**src/rtl/button_pkg.sv**
```systemverilog
// Shared types and timing defaults for the button front end (button_deb, button_event).
package button_pkg;

  localparam int unsigned CLK_FREQ_DEFAULT    = 95_000;  // kHz, clk cycles per ms
  localparam int unsigned DEBOUNCE_MS_DEFAULT = 20;
  localparam int unsigned LONG_MS_DEFAULT     = 500;
  localparam int unsigned DCLICK_MS_DEFAULT   = 250;

  typedef enum logic [2:0] {
    ST_IDLE    = 3'd0,
    ST_PRESSED = 3'd1,
    ST_HELD    = 3'd2,
    ST_WAIT2   = 3'd3,
    ST_PRESS2  = 3'd4
  } state_t;

  // Bits needed to represent values 0..value-1; returns 0 for value <= 1.
  function automatic int unsigned clog2(input int unsigned value);
    int unsigned width;
    width = 0;
    if (value > 1) begin
      for (int unsigned v = value - 1; v > 0; v = v >> 1) begin
        width = width + 1;
      end
    end
    return width;
  endfunction

  function automatic int unsigned max_u(input int unsigned a, input int unsigned b);
    return (a > b) ? a : b;
  endfunction

endpackage

```
**src/rtl/ms_tick.sv**
```systemverilog
// Millisecond prescaler: tick is high for one cycle each time the counter wraps at CLK_FREQ-1.
module ms_tick
  import button_pkg::*;
#(
  parameter int unsigned CLK_FREQ = CLK_FREQ_DEFAULT
) (
  input  logic clk,
  input  logic rst,
  input  logic clr,
  output logic tick
);

  localparam int unsigned   PW   = clog2(CLK_FREQ);
  localparam logic [PW-1:0] LAST = PW'(CLK_FREQ - 1);

  logic [PW-1:0] cnt;

  always_ff @(posedge clk or negedge rst) begin
    if (!rst) begin
      cnt <= '0;
    end else if (clr || (cnt == LAST)) begin
      cnt <= '0;
    end else begin
      cnt <= cnt + 1'b1;
    end
  end

  assign tick = (cnt == LAST);

endmodule

```
**src/rtl/button_event.sv**
```systemverilog
// Gesture classifier on the debounced button level: press/release edges plus
// single click, double click and long press pulses.
module button_event
  import button_pkg::*;
#(
  parameter int unsigned CLK_FREQ  = CLK_FREQ_DEFAULT,
  parameter int unsigned LONG_MS   = LONG_MS_DEFAULT,
  parameter int unsigned DCLICK_MS = DCLICK_MS_DEFAULT
) (
  input  logic clk,
  input  logic rst,
  input  logic button_in,
  output logic press_evt,
  output logic release_evt,
  output logic single_click,
  output logic double_click,
  output logic long_press,
  output logic busy
);

  localparam int unsigned    MS_MAX      = max_u(LONG_MS, DCLICK_MS);
  localparam int unsigned    MSW         = clog2(MS_MAX + 1);
  localparam logic [MSW-1:0] LONG_LAST   = MSW'(LONG_MS - 1);
  localparam logic [MSW-1:0] DCLICK_LAST = MSW'(DCLICK_MS - 1);

  state_t         state_q, state_d;
  logic           prev;
  logic           rise, fall;
  logic           tick, restart;
  logic [MSW-1:0] ms_cnt;
  logic           long_hit, dclick_hit;
  logic           single_d, double_d, long_d;

  assign rise = button_in & ~prev;
  assign fall = ~button_in & prev;

  ms_tick #(
    .CLK_FREQ(CLK_FREQ)
  ) u_ms_tick (
    .clk (clk),
    .rst (rst),
    .clr (restart),
    .tick(tick)
  );

  // Limits fire on the tick that carries ms_cnt onto the limit, so the
  // registered pulse lands exactly N*CLK_FREQ cycles after state entry.
  assign long_hit   = tick && (ms_cnt == LONG_LAST);
  assign dclick_hit = tick && (ms_cnt == DCLICK_LAST);

  always_ff @(posedge clk or negedge rst) begin
    if (!rst) begin
      ms_cnt <= '0;
    end else if (restart) begin
      ms_cnt <= '0;
    end else if (tick && (ms_cnt != '1)) begin
      ms_cnt <= ms_cnt + 1'b1;
    end
  end

  always_ff @(posedge clk or negedge rst) begin
    if (!rst) begin
      state_q      <= ST_IDLE;
      prev         <= 1'b0;
      press_evt    <= 1'b0;
      release_evt  <= 1'b0;
      single_click <= 1'b0;
      double_click <= 1'b0;
      long_press   <= 1'b0;
    end else begin
      state_q      <= state_d;
      prev         <= button_in;
      press_evt    <= rise;
      release_evt  <= fall;
      single_click <= single_d;
      double_click <= double_d;
      long_press   <= long_d;
    end
  end

  always_comb begin
    state_d  = state_q;
    single_d = 1'b0;
    double_d = 1'b0;
    long_d   = 1'b0;
    unique case (state_q)
      ST_IDLE: begin
        if (rise) state_d = ST_PRESSED;
      end
      ST_PRESSED: begin
        if (fall) begin
          state_d = ST_WAIT2;
        end else if (long_hit) begin
          long_d  = 1'b1;
          state_d = ST_HELD;
        end
      end
      ST_HELD: begin
        if (fall) state_d = ST_IDLE;
      end
      ST_WAIT2: begin
        if (rise) begin
          double_d = 1'b1;
          state_d  = ST_PRESS2;
        end else if (dclick_hit) begin
          single_d = 1'b1;
          state_d  = ST_IDLE;
        end
      end
      ST_PRESS2: begin
        if (fall) state_d = ST_IDLE;
      end
      default: state_d = ST_IDLE;
    endcase
  end

  assign restart = (state_d != state_q);
  assign busy    = (state_q != ST_IDLE);

endmodule

```
**config.mk**
```make
export PLATFORM = sky130hd
export DESIGN_NAME = button_event
export DESIGN_NICKNAME = d
export VERILOG_FILES = /design/src/rtl/button_pkg.sv /design/src/rtl/ms_tick.sv /design/src/rtl/button_event.sv
export SDC_FILE = /design/constraint.sdc
export NUM_CORES = 1
export LEC_CHECK = 0
export BUFFER_PORTS_ARGS = -buffer_cell sky130_fd_sc_hd__clkbuf_2
export CAP_MARGIN = 15
export CORE_MARGIN = 5
export CORE_UTILIZATION = 25
export CTS_CLUSTER_SIZE = 28
export DETAILED_ROUTE_END_ITERATION = 10
export PLACE_DENSITY = 0.35
export SLEW_MARGIN = 30
export SYNTH_ARGS = -nofsm -noshare
export SYNTH_HDL_FRONTEND = slang
export SYNTH_HIERARCHICAL = 1
export SYNTH_SLANG_ARGS = --single-unit
export TNS_END_PERCENT = 5
```
**constraint.sdc**
```tcl
create_clock -name clk -period 3 [get_ports clk]
set_input_delay 0.6 -clock clk [delete_from_list [all_inputs] [get_ports clk]]
set_output_delay 0.6 -clock clk [all_outputs]
set_load 0.02 [all_outputs]
```
==> results.py <==
metrics = {
    "timing": {
        "worst_pin_slew_ns": 0.789,
        "maxSlewViolCount": 0,
        "fmax_mhz": 395,
        "skew_ns": 0.0107,
        "finalSetupViolCount": 0,
        "timing.final.crit_share_pct": 84.4,
        "rsz0062_at_grt": "false",
        "period_needed_ns": 2.53,
        "slew_headroom_pct": 47.4,
        "hold_viol": 0,
        "fin_setup_tns_ns": 0,
    },
    "cells_and_area": {
        "layout_commonest_cell": "dfrtp_1",
        "seq_area_um2": 876,
        "diodes": 0,
        "drive_above_1_share_pct": 13.6,
        "syn2layout_area_growth_pct": 10.9,
        "fin_nets": 197,
        "post-route-util_pct": 28.3,
        "n_fill_cell": 765,
        "multi_input_comb_area_um2": 890,
        "layout_common_cells": "dfrtp_1, nor2_1, nor3_1",
    },
    "clock_tree": {
        "clockBufferDepth": 2,
        "htree_levels": 2,
        "insertion_delay_ns": 0.29,
        "clkTransAtPathRegs_ns": 0.07,
        "cts_resized": 0,
        "cts.hold.buffers_added": 0,
        "cts-buffers-inserted": 5,
        "cts_sinks": 35,
        "cts_tree": "done",
        "post_cts_buffers": 0,
        "clockRootBuffer": "clkbuf_8",
    },
    "setup_path": {
        "crit-reg2reg-launch": "u_ms_tick/cnt[5]$_DFF_PN0_",
        "crit_type": "reg2reg",
        "regToRegEndpoint": "u_ms_tick/cnt[7]$_DFF_PN0_",
        "worstPathRequired_ns": 3.16,
        "reg2reg_slack_ns": 0.47,
        "max_stage_delay_ns": 0.55,
        "crit_arrival_ns": 2.69,
        "end_kind": "flop",
        "critical_path.max_fanout": 16,
        "crit_path_frequent_cell": "or2_1",
        "crit_path_top_delay_cell": "or4b_1",
        "ff2ff_path_depth": 9,
        "crit_path_start_kind": "flop",
        "cp_cell_sequence": "or4b_1, nor4_2, and2_2, nand4_4, a211oi_4, or2_1, or2_1, buf_4, nor2_1",
    },
    "synth": {
        "ys_warn_count": 6,
        "synthFlopType": "dfrtp_1",
        "synth_cells": 177,
        "syn_avg_cell_area_um2": 10.5,
        "synth-edff-count": 0,
        "async_reset_ff_share_pct": 100,
        "syn_area_um2": 1850,
        "yosysSeqAreaShare_pct": 47.3,
        "syn-num-nets": 184,
        "ys_seq_elements": 35,
        "ys_types": 45,
    },
    "global_route": {
        "grt_pass1_wl_um": 6470,
        "grt.total_usage_pct": 9.24,
        "overflow": 0,
        "grt_start_max_net_pins": 36,
        "first_global_vias": 1280,
        "antenna_found_initial": 0,
    },
    "detailed_routing": {
        "drt_wl_total_um": 3750,
        "routed-wl-met2_um": 1660,
        "vias_per_cell": 4.54,
        "first_iter_violations": 52,
        "firstDrtPassIters": 4,
        "wl_met3_um": 171,
        "wl_met1_um": 1860,
        "vias": 1318,
        "ant_nets": 0,
        "highest-signal-layer": "met4",
        "drcViolationCount": 0,
        "wl_per_cell_um": 12.9,
    },
    "pwr": {
        "p_leak_nw": 0.888,
        "vdd_drop_max_mv": 0.160,
        "power_density_nw_per_um2": 574,
    },
    "floorplan": {
        "die_x_um": 96.1,
        "rows": 31,
        "start_util_pct": 25.5,
        "io-pin-count": 9,
        "die-area_um2": 9230,
        "die_h_um": 96.1,
        "core_area_um2": 7250,
    },
    "place": {
        "place.port_buffers": 8,
        "dpl.hpwl_um": 2700,
        "gp_congestion": 0.744,
    },
    "worst_hold_path": {
        "hp-class": "in2async",
    },
    "job": {
        "drv_cap": 0,
    },
    "status": {
        "status": "complete, no violations",
    },
}
## routing by layer
layer	vias to the layer above	GRT usage (%)
li1	655	-
met1	636	12.4
met2	20	13.7
met3	7	2.66
met4	0	3.91
met5	-	0
## flip-flops by register name (all words and copies together), names as in the netlist
signal / cells
double_click: 1
long_press: 1
ms_cnt: 9
press_evt: 1
prev: 1
release_evt: 1
single_click: 1
state_q: 3
u_ms_tick/cnt: 17
## final cells by class
type,count,area share (%)
multi-input cells,132,43.3
flip-flops and latches,35,42.6
well taps,99,6.03
clock buffers,7,3.71
repair buffers,12,3.41
inverters,4,0.730
clock inverters,1,0.243
## cell families after synthesis
| kind of cell | Yosys count | synth area share (%) |
|---|---|---|
| flops | 35 | 47.3 |
| compound gates | 11 | 4.66 |
| xor+xnor | 21 | 9.93 |
| buf+inv | 10 | 4.73 |
| mux | 1 | 0.540 |
| simple gates | 95 | 30.2 |
| fa+ha+maj | 4 | 2.70 |
## worst max-delay path: cells and delay by family (launching register included)
| family | cells | cell delay (ns) |
|---|---|---|
| flip-flops | 1 | 0.43 |
| AO/OA/AOI/OAI | 1 | 0.24 |
| AND/OR/NAND/NOR | 7 | 1.55 |
| buffers and inverters | 1 | 0.20 |
## report_power, final
group          internal [mW]  total, mW  switching [mW]
Sequential             0.512      0.570          0.0572
Clock                  0.163      0.321           0.159
Combinational          0.108      0.289           0.182
## cells in the mapped netlist (all sizes together), types with 2 or more instances
cell type / instances / area share (%)
and3: 2 / 0.68
nor2b: 2 / 0.68
nand4: 8 / 3.8
nand2: 9 / 1.8
inv: 4 / 0.81
xnor2: 10 / 4.7
dfrtp: 35 / 47
o21ai: 2 / 0.54
buf: 6 / 3.9
or3: 2 / 0.68
nor3: 15 / 4.1
and4b: 2 / 1.1
a21oi: 2 / 0.54
nor4: 5 / 2.0
nand2b: 2 / 0.68
nand3b: 3 / 1.2
ha: 4 / 2.7
xor2: 11 / 5.2
or4bb: 2 / 1.2
or2: 2 / 0.68
and4: 3 / 1.5
nor2: 22 / 4.5
nand3: 9 / 2.4
a21o: 2 / 0.88
## stage by stage
| step | std cells | setup slack, ns | hold WS, ns | instance area [um^2] | power [mW] |
|---|---|---|---|---|---|
| after floorplan | 177 | 0.284 | 0.304 | 1850 | 0.859 |
| after global placement | 282 | 0.450 | 0.462 | 1970 | 0.874 |
| after detailed placement | 282 | 0.412 | 0.468 | 1970 | 0.873 |
| after CTS | 290 | 0.397 | 0.455 | 2060 | 1.21 |
| after global routing | 290 | 0.232 | 0.461 | 2060 | 1.28 |
| final | 290 | 0.469 | 0.395 | 2060 | 1.18 |
## worst max path at each step
stage,start,depth (start not counted),slack (ns),endpoint
after floorplan,u_ms_tick/cnt[3]$_DFF_PN0_,11,0.28,u_ms_tick/cnt[13]$_DFF_PN0_
after global placement,u_ms_tick/cnt[5]$_DFF_PN0_,9,0.45,u_ms_tick/cnt[12]$_DFF_PN0_
after detailed placement,u_ms_tick/cnt[5]$_DFF_PN0_,9,0.41,u_ms_tick/cnt[13]$_DFF_PN0_
after CTS,u_ms_tick/cnt[5]$_DFF_PN0_,9,0.40,u_ms_tick/cnt[7]$_DFF_PN0_
after global routing,u_ms_tick/cnt[0]$_DFF_PN0_,10,0.23,u_ms_tick/cnt[0]$_DFF_PN0_
final,u_ms_tick/cnt[5]$_DFF_PN0_,9,0.47,u_ms_tick/cnt[7]$_DFF_PN0_
Power figures use the tool's default switching activity.
